<file path="config.mk">
export PLATFORM = sky130hd
export DESIGN_NAME = md_issue_ctrl
export DESIGN_NICKNAME = d
export VERILOG_FILES = /design/src/rtl/md_issue_ctrl.sv
export SDC_FILE = /design/constraint.sdc
export NUM_CORES = 1
export LEC_CHECK = 0
export ABC_AREA = 1
export BUFFER_PORTS_ARGS = -buffer_cell sky130_fd_sc_hd__buf_4
export CAP_MARGIN = 10
export CORE_MARGIN = 2
export CORE_UTILIZATION = 53
export DETAILED_ROUTE_END_ITERATION = 8
export PLACE_DENSITY = 0.86
export SYNTH_ARGS = -nofsm -noshare
export SYNTH_HDL_FRONTEND = slang
export SYNTH_SLANG_ARGS = --single-unit
</file>
<file path="constraint.sdc">
create_clock -name clk -period 2.3 [get_ports clk]
set_clock_uncertainty 0.15 [all_clocks]
set_input_delay 0 -clock clk [delete_from_list [all_inputs] [get_ports clk]]
set_output_delay 0 -clock clk [all_outputs]
set_load 0.01 [all_outputs]
</file>
<file path="src/rtl/md_issue_ctrl.sv">
// md_issue_ctrl: EX-stage initiator side of the multiply/divide unit handshake.
// Issues a one-cycle start, tracks the outstanding op and stalls HI/LO users in D.
module md_issue_ctrl #(
  parameter int unsigned MULT_CYCLES = 5,
  parameter int unsigned DIV_CYCLES  = 10,
  parameter int unsigned SLACK       = 2
) (
  input  logic        clk,
  input  logic        reset,
  input  logic [31:0] instr_d,
  input  logic [31:0] instr_e,
  input  logic        valid_e,
  input  logic        flush_e,
  input  logic        md_busy,
  output logic        md_start,
  output logic        stall_d,
  output logic        proto_err,
  output logic [31:0] issue_cnt,
  output logic [31:0] stall_cnt
);

  localparam int unsigned MAX_CYC = (MULT_CYCLES > DIV_CYCLES) ? MULT_CYCLES : DIV_CYCLES;
  localparam int unsigned LW      = $clog2(MAX_CYC + 1);
  localparam int unsigned SW      = $clog2(SLACK + 2);

  localparam logic [LW-1:0] MULT_LAT  = LW'(MULT_CYCLES - 1);
  localparam logic [LW-1:0] DIV_LAT   = LW'(DIV_CYCLES - 1);
  localparam logic [SW-1:0] SLACK_LIM = SW'(SLACK);

  typedef enum logic [1:0] {
    IDLE  = 2'd0,
    ISSUE = 2'd1,
    WAIT  = 2'd2
  } state_e;

  function automatic logic f_is_md(input logic [5:0] op, input logic [5:0] funct);
    return (op == 6'd0) && (funct[5:2] == 4'b0110);
  endfunction

  function automatic logic f_is_hilo(input logic [5:0] op, input logic [5:0] funct);
    return (op == 6'd0) && ((funct[5:2] == 4'b0110) || (funct[5:2] == 4'b0100));
  endfunction

  state_e          state_q, state_d;
  logic [LW-1:0]   lat_q, lat_d;
  logic [SW-1:0]   slack_q, slack_d;
  logic            err_q, err_d;
  logic [31:0]     issue_q, issue_d;
  logic [31:0]     stall_q, stall_d_cnt;

  logic md_op_e_s;
  logic div_e_s;
  logic hilo_d_s;
  logic start_s;
  logic stall_s;
  logic unused_instr_s;

  assign md_op_e_s      = f_is_md(instr_e[31:26], instr_e[5:0]);
  assign div_e_s        = instr_e[1];
  assign hilo_d_s       = f_is_hilo(instr_d[31:26], instr_d[5:0]);
  assign unused_instr_s = ^{instr_d[25:6], instr_e[25:6]};

  // Start is gated by reset so nothing reaches the MDU while the pipeline restarts.
  always_comb begin
    start_s = ~reset & valid_e & ~flush_e & md_op_e_s & (state_q == IDLE);
    stall_s = hilo_d_s & (start_s | (state_q != IDLE));
  end

  assign md_start  = start_s;
  assign stall_d   = stall_s;
  assign proto_err = err_q;
  assign issue_cnt = issue_q;
  assign stall_cnt = stall_q;

  // Next-state, shadow latency/slack tracking and protocol checks.
  always_comb begin
    state_d     = state_q;
    lat_d       = lat_q;
    slack_d     = slack_q;
    err_d       = err_q;
    issue_d     = start_s ? (issue_q + 32'd1) : issue_q;
    stall_d_cnt = stall_s ? (stall_q + 32'd1) : stall_q;

    // A stalled pipeline always bubbles E, so an md_op seen here is a held instruction.
    if ((state_q != IDLE) && valid_e && md_op_e_s) begin
      err_d = 1'b1;
    end else begin
      err_d = err_q;
    end

    case (state_q)
      IDLE: begin
        if (start_s) begin
          state_d = ISSUE;
          lat_d   = div_e_s ? DIV_LAT : MULT_LAT;
          slack_d = {SW{1'b0}};
        end else begin
          state_d = IDLE;
        end
      end
      ISSUE: begin
        if (md_busy) begin
          state_d = WAIT;
          lat_d   = (lat_q == {LW{1'b0}}) ? {LW{1'b0}} : (lat_q - LW'(1));
        end else begin
          err_d   = 1'b1;
          state_d = IDLE;
        end
      end
      WAIT: begin
        if (md_busy) begin
          if (lat_q != {LW{1'b0}}) begin
            lat_d = lat_q - LW'(1);
          end else if (slack_q == SLACK_LIM) begin
            err_d = 1'b1;
          end else begin
            slack_d = slack_q + SW'(1);
          end
        end else begin
          state_d = IDLE;
          slack_d = {SW{1'b0}};
          if (lat_q > LW'(1)) begin
            err_d = 1'b1;
          end else begin
            lat_d = lat_q;
          end
        end
      end
      default: begin
        state_d = IDLE;
      end
    endcase
  end

  // State and counter registers; synchronous reset wins over everything.
  always_ff @(posedge clk) begin
    if (reset) begin
      state_q <= IDLE;
      lat_q   <= {LW{1'b0}};
      slack_q <= {SW{1'b0}};
      err_q   <= 1'b0;
      issue_q <= 32'd0;
      stall_q <= 32'd0;
    end else begin
      state_q <= state_d;
      lat_q   <= lat_d;
      slack_q <= slack_d;
      err_q   <= err_d;
      issue_q <= issue_d;
      stall_q <= stall_d_cnt;
    end
  end

endmodule

</file>
==> reports/qor.yml, run 1 <==
place:
  placed_cells: 1005
  placement.io_buffers: 91
  routabilityCongestion: 0.9029
  place_hpwl_mm: 8.856
  worst_slack_at_placement_ns: 0.3353
  placedInstanceArea_um2: 5490
sta:
  setup_viol: 0
  rsz0062_at_grt: "false"
  final_number_of_hold_violating_endpoints: 0
  timing.max_slew.rel_slack: 0.5758
  tightest_slew_ns: 0.6315
  final_min_period_over_clock_period: 0.8670
  fin_worst_hold_slack_ns: 0.02335
  worst_slack_ns: 0.3060
  timing_max_transition_violations_final: 0
  totalNegativeSetupSlack_ns: 0
  achievable-frequency_ghz: 0.5015
  layout_min_cycle_time_ns: 1.994
worst_setup_path:
  cp-end-kind: "register"
  worstSetupStartpoint: "state_q[0]"
  worst_ep_arrival_time_ns: 2.09
  timing.rr.end: "stall_cnt[0]"
  cp_max_fo: 29
  crit-reg2reg-launch: "state_q[0]"
  critical_path_required_ns: 2.40
  reg2reg_setup_slack_ns: 0.31
  worstSetupEndpoint: "stall_cnt[0]"
  worst-setup-path-type: "register to register"
  reg2reg_depth: 6
  cp-start-kind: "register"
grt:
  via_count_of_the_first_global_routing_pass: 4894
  all_layer_gr_usage: 0.2607
  antenna_found_initial: 0
  gr-total-overflow: 0
  grtUsageMet1: 0.3238
  first_pass_grt_wire_length_mm: 21.39
  grt_start_max_net_pins: 55
  met3_usage: 0.02979
  met2_usage: 0.4615
  grt_busiest_layer: "met2"
yosys:
  most_used_dff_post_synth: "sky130_fd_sc_hd__dfxtp_1"
  ys.warnings.count: 0
  synth_nets: 896
  netlist-cell-type-count: 33
  synth-seq-area-share: 0.3079
  cell_count_after_synthesis: 819
  mapped_avg_cell_area_um2: 5.795
  synth-edff-count: 0
  async_flop_share: 0
  ys_seq_elements: 73
  synthesis.area_um2: 4746
drt:
  detailedRoute.firstPassIterationCount: 5
  count_of_nets_left_with_antenna_violations_after_detail_routing: 0
  drc: 0
  postRouteWirelength_mm: 12.43
  avgRoutedWirePerCell_um: 12.12
  routed_via_density: 5.125
  drtIter0Drc: 199
  vias: 5253
final_layout:
  area_of_combinational_cells_with_multiple_inputs_um2: 2846
  post_route_cells_drive_above_1_share: 0.1374
  antenna_cells_inserted: 0
  final_design_area_no_fill_um2: 5749
  filler_cell_count: 791
  sequential_cell_area_um2: 1461
  area.growth.synth_to_final_pct: 21.14
  finish.utilization: 0.6593
  final_common_cell: "sky130_fd_sc_hd__nand2_1"
  finalNonFillerCells: 1025
  nets: 989
  layout.cells.most_common_list: "sky130_fd_sc_hd__nand2_1, sky130_fd_sc_hd__nor2_1, sky130_fd_sc_hd__buf_4"
floorplan:
  die_area_um2: 9727
  chipWidth_um: 98.63
  io_pins: 136
  starting_density_of_the_core: 0.5442
  rows: 34
  fp.coreArea_um2: 8721
  dieHeight_um: 98.63
clock_tree:
  tritoncts.num_buffers: 9
  clkSinkCount: 73
  h-tree-depth: 3
  clk_path_buf_depth: 2
  post_cts_resize_count: 0
  clkTransAtPathRegs_ns: 0.08
  cts_tree: "done"
  root_buffer_selected_by_cts: "sky130_fd_sc_hd__clkbuf_8"
  clk-insertion-delay-late_ns: 0.36
power:
  power_frac_seq: 0.510
  report.power.total_mw: 2.474
  p_sw_frac: 0.2264
  clock_power_share: 0.456
  combPwrFrac: 0.034
  cellLeakagePower_nw: 2.278
  worst_ir_drop_on_vdd_uv: 275.2
  switching_power_mw: 0.5602
  power_report.internal_total_mw: 1.914
  power-per-cell-area_nw_per_um2: 430.3
run:
  timing.max_cap.violations: 0
run_status:
  result_of_the_run: "finished, final reports clean"
min_path:
  holdCritPathClass: "primary input to register"
worst min path at each step:
stage                           start            end  depth (start not counted)
final                     instr_d[30]  stall_cnt[18]                          7
after detailed placement      md_busy     state_q[1]                          3
after global routing          flush_e     state_q[0]                          4
after CTS                 instr_d[30]  stall_cnt[17]                          7
after global placement        md_busy     state_q[1]                          3
after floorplan               md_busy     state_q[1]                          2
synthesized netlist by cell type (2+ instances only):
| library cell | count | area, um2 |
|---|---|---|
| sky130_fd_sc_hd__dfxtp_1 | 73 | 1461 |
| sky130_fd_sc_hd__o21ai_0 | 16 | 80.08 |
| sky130_fd_sc_hd__xor2_1 | 14 | 122.6 |
| sky130_fd_sc_hd__buf_6 | 5 | 56.30 |
| sky130_fd_sc_hd__nand4_1 | 6 | 37.54 |
| sky130_fd_sc_hd__nand3_1 | 56 | 280.3 |
| sky130_fd_sc_hd__buf_2 | 2 | 10.01 |
| sky130_fd_sc_hd__clkbuf_1 | 10 | 37.54 |
| sky130_fd_sc_hd__buf_4 | 3 | 22.52 |
| sky130_fd_sc_hd__nor2_2 | 4 | 25.02 |
| sky130_fd_sc_hd__nand2_1 | 317 | 1190 |
| sky130_fd_sc_hd__xnor2_1 | 6 | 52.55 |
| sky130_fd_sc_hd__nor3_1 | 3 | 15.01 |
| sky130_fd_sc_hd__a21oi_1 | 59 | 295.3 |
| sky130_fd_sc_hd__nor2_1 | 139 | 521.8 |
| sky130_fd_sc_hd__inv_1 | 82 | 307.8 |
| sky130_fd_sc_hd__ha_1 | 8 | 100.1 |
power by group through the flow:
stage / registers [mW] / logic (mW) / clock network [mW]
2_1_floorplan: 1.29 / 0.0364 / 0
3_3_place_gp: 1.29 / 0.0761 / 0
3_5_place_dp: 1.29 / 0.0769 / 0
4_1_cts: 1.26 / 0.0830 / 1.14
5_1_grt: 1.26 / 0.0926 / 1.19
6_report: 1.26 / 0.0830 / 1.13
kinds of logic after synthesis:
group,count (synthesis),share of synthesized area
compound gates,80,0.08780
xor+xnor,20,0.03691
fa+ha+maj,8,0.02109
buf+inv,103,0.09228
flops,73,0.3079
simple gates,535,0.4540
cell type report:
cell class | instances | share of cell area
well taps | 108 | 0.02350
clock buffers | 9 | 0.02155
inverters | 83 | 0.05419
clock inverters | 7 | 0.01654
repair buffers | 102 | 0.1349
multi-input cells | 643 | 0.4951
flip-flops and latches | 73 | 0.2542
per-layer routing:
| layer | part of all wire | up-vias |
|---|---|---|
| met5 | 0 | - |
| met4 | 0.024 | 0 |
| met3 | 0.064 | 28 |
| met2 | 0.47 | 177 |
| met1 | 0.44 | 2313 |
| li1 | - | 2735 |
flip-flops by register name, indices dropped and copies added (netlist names):
register and cells:
lat_q 4, slack_q 2, proto_err 1, state_q 2
stall_cnt 32, issue_cnt 32
timing repair:
| action | 4_1_cts | 5_1_grt |
|---|---|---|
| hold endpoints to repair | 21 | 0 |
| buffers inserted | 0 | 0 |
| hold buffers | 4 | 0 |
| endpoints found under the setup margin | 0 | 0 |
worst max-delay path, cell delays in order, from the launching register on:
cell and delay [ns]:
sky130_fd_sc_hd__dfxtp_1 0.37, sky130_fd_sc_hd__inv_1 0.07, sky130_fd_sc_hd__ha_1 0.31, sky130_fd_sc_hd__nand2_4 0.23
sky130_fd_sc_hd__nand2_2 0.39, sky130_fd_sc_hd__o21ai_0 0.29, sky130_fd_sc_hd__nor2_1 0.06
Note: power is estimated with default switching activity, not from simulation.
==> inputs of run 2 (changes only) <==
--- a/config.mk
+++ b/config.mk
@@ -9,9 +9,10 @@
 export BUFFER_PORTS_ARGS = -buffer_cell sky130_fd_sc_hd__buf_4
 export CAP_MARGIN = 10
 export CORE_MARGIN = 2
-export CORE_UTILIZATION = 53
+export CORE_UTILIZATION = 48
 export DETAILED_ROUTE_END_ITERATION = 8
-export PLACE_DENSITY = 0.86
+export PLACE_DENSITY = 0.83
 export SYNTH_ARGS = -nofsm -noshare
 export SYNTH_HDL_FRONTEND = slang
 export SYNTH_SLANG_ARGS = --single-unit
+export TNS_END_PERCENT = 100
==> constraint.sdc (replaced) <==
create_clock -name clk -period 1.8 [get_ports clk]
set_clock_uncertainty 0.15 [all_clocks]
set_input_delay 0 -clock clk [delete_from_list [all_inputs] [get_ports clk]]
set_output_delay 0 -clock clk [all_outputs]
set_load 0.01 [all_outputs]
==> run 2 against run 1 <==
  * Register-to-register slack got worse by 0.22 ns
  * Die area up 10%
  * Critical path depth did not move
  * Cell area increased by 8.1%
  * Non-clock buffer count increased by 30
  * Via count increased by 3.0%
  * Largest cell class unchanged
  * Core utilization shrank 1.7 points
  * Sequential cell count stayed put
  * Final cell count grew 5.4%
==> reports/qor.yml, run 2 (synthesis results as in run 1) <==
worst_setup_path:
  worst_ep_arrival_time_ns: 1.60
  critical_path_required_ns: 1.65
  critical_path.max_stage_delay_ns: 0.34
  worst-setup-path-type: "register to output pin"
  critical_path.most_common_cell: "sky130_fd_sc_hd__buf_4"
  critPathTopFamily: "buffers and inverters"
  crit_path_cell_trace: "inv_1 > ha_4 > buf_4 > a21boi_4 > buf_12 > buf_4"
  cp-end-kind: "output pin"
  reg2reg_depth: 9
  cp_slowest_cell: "sky130_fd_sc_hd__dfxtp_2"
  cp-start-kind: "register"
  cp_max_fo: 7
  crit-reg2reg-launch: "state_q[1]"
  reg2reg_setup_slack_ns: 0.09
  timing.critical_path.buf_inv: 4
  worstSetupStartpoint: "state_q[1]"
  timing.rr.end: "stall_cnt[1]"
  worstSetupEndpoint: "stall_d"
  cp.depth: 6
sta:
  tightest_slew_ns: 0.6117
  timing_max_transition_violations_final: 0
  fin_worst_hold_slack_ns: 0.03348
  timing.max_slew.rel_slack: 0.5922
  achievable-frequency_ghz: 0.5707
  final_number_of_hold_violating_endpoints: 0
  setup_viol: 0
  final_min_period_over_clock_period: 0.9734
  layout_min_cycle_time_ns: 1.752
run_status:
  result_of_the_run: "finished, final reports clean"
floorplan:
  io_pins: 136
  die_area_um2: 10700
  starting_density_of_the_core: 0.4901
  chipWidth_um: 103.4
  rows: 36
  dieHeight_um: 103.4
  fp.coreArea_um2: 9684
grt:
  first_pass_grt_wire_length_mm: 21.55
  gr-total-overflow: 0
  grt_start_max_net_pins: 55
  all_layer_gr_usage: 0.2515
  via_count_of_the_first_global_routing_pass: 4913
  antenna_found_initial: 0
min_path:
  hold-path-cell-count: 7
  holdCritPathClass: "primary input to register"
final_layout:
  finalNonFillerCells: 1080
  final_common_cell: "sky130_fd_sc_hd__nand2_1"
  final_design_area_no_fill_um2: 6217
  antenna_cells_inserted: 0
  nets: 1019
  finish.utilization: 0.6420
  area.growth.synth_to_final_pct: 31.00
  post_route_cells_drive_above_1_share: 0.1975
  layout.cells.most_common_list: "sky130_fd_sc_hd__nand2_1, sky130_fd_sc_hd__nor2_1, sky130_fd_sc_hd__buf_4"
clock_tree:
  clkSinkCount: 73
  clk-insertion-delay-late_ns: 0.36
  clkTransAtPathRegs_ns: 0.09
  tritoncts.num_buffers: 9
  clk_path_buf_depth: 2
  h-tree-depth: 3
  cts_tree: "done"
  root_buffer_selected_by_cts: "sky130_fd_sc_hd__clkbuf_8"
drt:
  vias: 5413
  routed_via_density: 5.012
  count_of_nets_left_with_antenna_violations_after_detail_routing: 0
  drc: 0
  avgRoutedWirePerCell_um: 12.21
  postRouteWirelength_mm: 13.19
  drtIter0Drc: 273
  detailedRoute.firstPassIterationCount: 5
place:
  placement.io_buffers: 91
  placed_cells: 1055
  routabilityCongestion: 0.9237
  place_hpwl_mm: 9.395
  placedInstanceArea_um2: 5734
run:
  timing.max_cap.violations: 0
power:
  worst_ir_drop_on_vdd_uv: 358.5
  cellLeakagePower_nw: 2.467
  power-per-cell-area_nw_per_um2: 539.2
## run 2: changes by cell type in the layout (fill, tap and decap cells not counted), moves of 6 or more
cell                      before  now
sky130_fd_sc_hd__dfxtp_1      73   61
sky130_fd_sc_hd__nor2_1      139  126
sky130_fd_sc_hd__dfxtp_2       0   11
sky130_fd_sc_hd__nor2_4        1    7
sky130_fd_sc_hd__nor2_2        4   11
sky130_fd_sc_hd__buf_4        98  124
## run 2: area by class of cell
cell class	count	area, um2
multi-input combinational	643	2952
sequential	73	1479
timing repair buffer	132	1055
clock buffer	10	137.6
clock inverter	6	113.9
fill	877	3467
tap	133	166.4
inverter	83	314.1
## run 2: layer usage
metal / GRT usage / vias to the layer above / share of wire
met3: 0.05108 / 32 / 0.072
met1: 0.3044 / 2394 / 0.42
met2: 0.4342 / 192 / 0.47
met5: 0 / - / 0
li1: - / 2795 / -
met4: 0.1043 / 0 / 0.029
## run 2: report_power, final
group | leakage, nW | internal [mW] | switching (mW) | total, mW
logic | 1.75 | 0.0526 | 0.0546 | 0.107
clock network | 0.119 | 0.964 | 0.670 | 1.63
registers | 0.594 | 1.61 | 0.0000294 | 1.61
total | 2.47 | 2.63 | 0.725 | 3.35
## run 2: how the worst min path moves through the flow
stage / startpoint / endpoint / slack [ns]
3_5_place_dp: md_busy / state_q[1] / 0.14
6_report: instr_d[26] / stall_cnt[0] / 0.03
2_1_floorplan: md_busy / state_q[1] / -0.009
5_1_grt: instr_d[26] / stall_cnt[0] / 0.04
4_1_cts: flush_e / issue_cnt[3] / 0.01
3_3_place_gp: md_busy / state_q[1] / 0.14
## run 2: what timing repair did
action                                  4_1_cts  5_1_grt
endpoints found under the setup margin        1       45
resized for setup                             3       40
hold endpoints to repair                     21        0
buffers inserted                              0        4
pin swaps                                     1        3
cloned                                        1        0
hold buffers                                  4        0
## run 2: metrics by stage
| step | setup WS (ns) | setup TNS [ns] | power, mW |
|---|---|---|---|
| 2_1_floorplan | 0.05681 | 0 | 1.698 |
| 3_3_place_gp | 0.08261 | 0 | 1.748 |
| 3_5_place_dp | 0.03114 | 0 | 1.750 |
| 4_1_cts | 0.01066 | 0 | 3.363 |
| 5_1_grt | -0.02008 | -0.03362 | 3.468 |
| 6_report | 0.04785 | 0 | 3.352 |
## run 2: worst min-delay path, delay by kind of cell
family,cells,cell delay [ns]
buf+inv,1,0.07
simple gates,5,0.34
compound gates,1,0.08
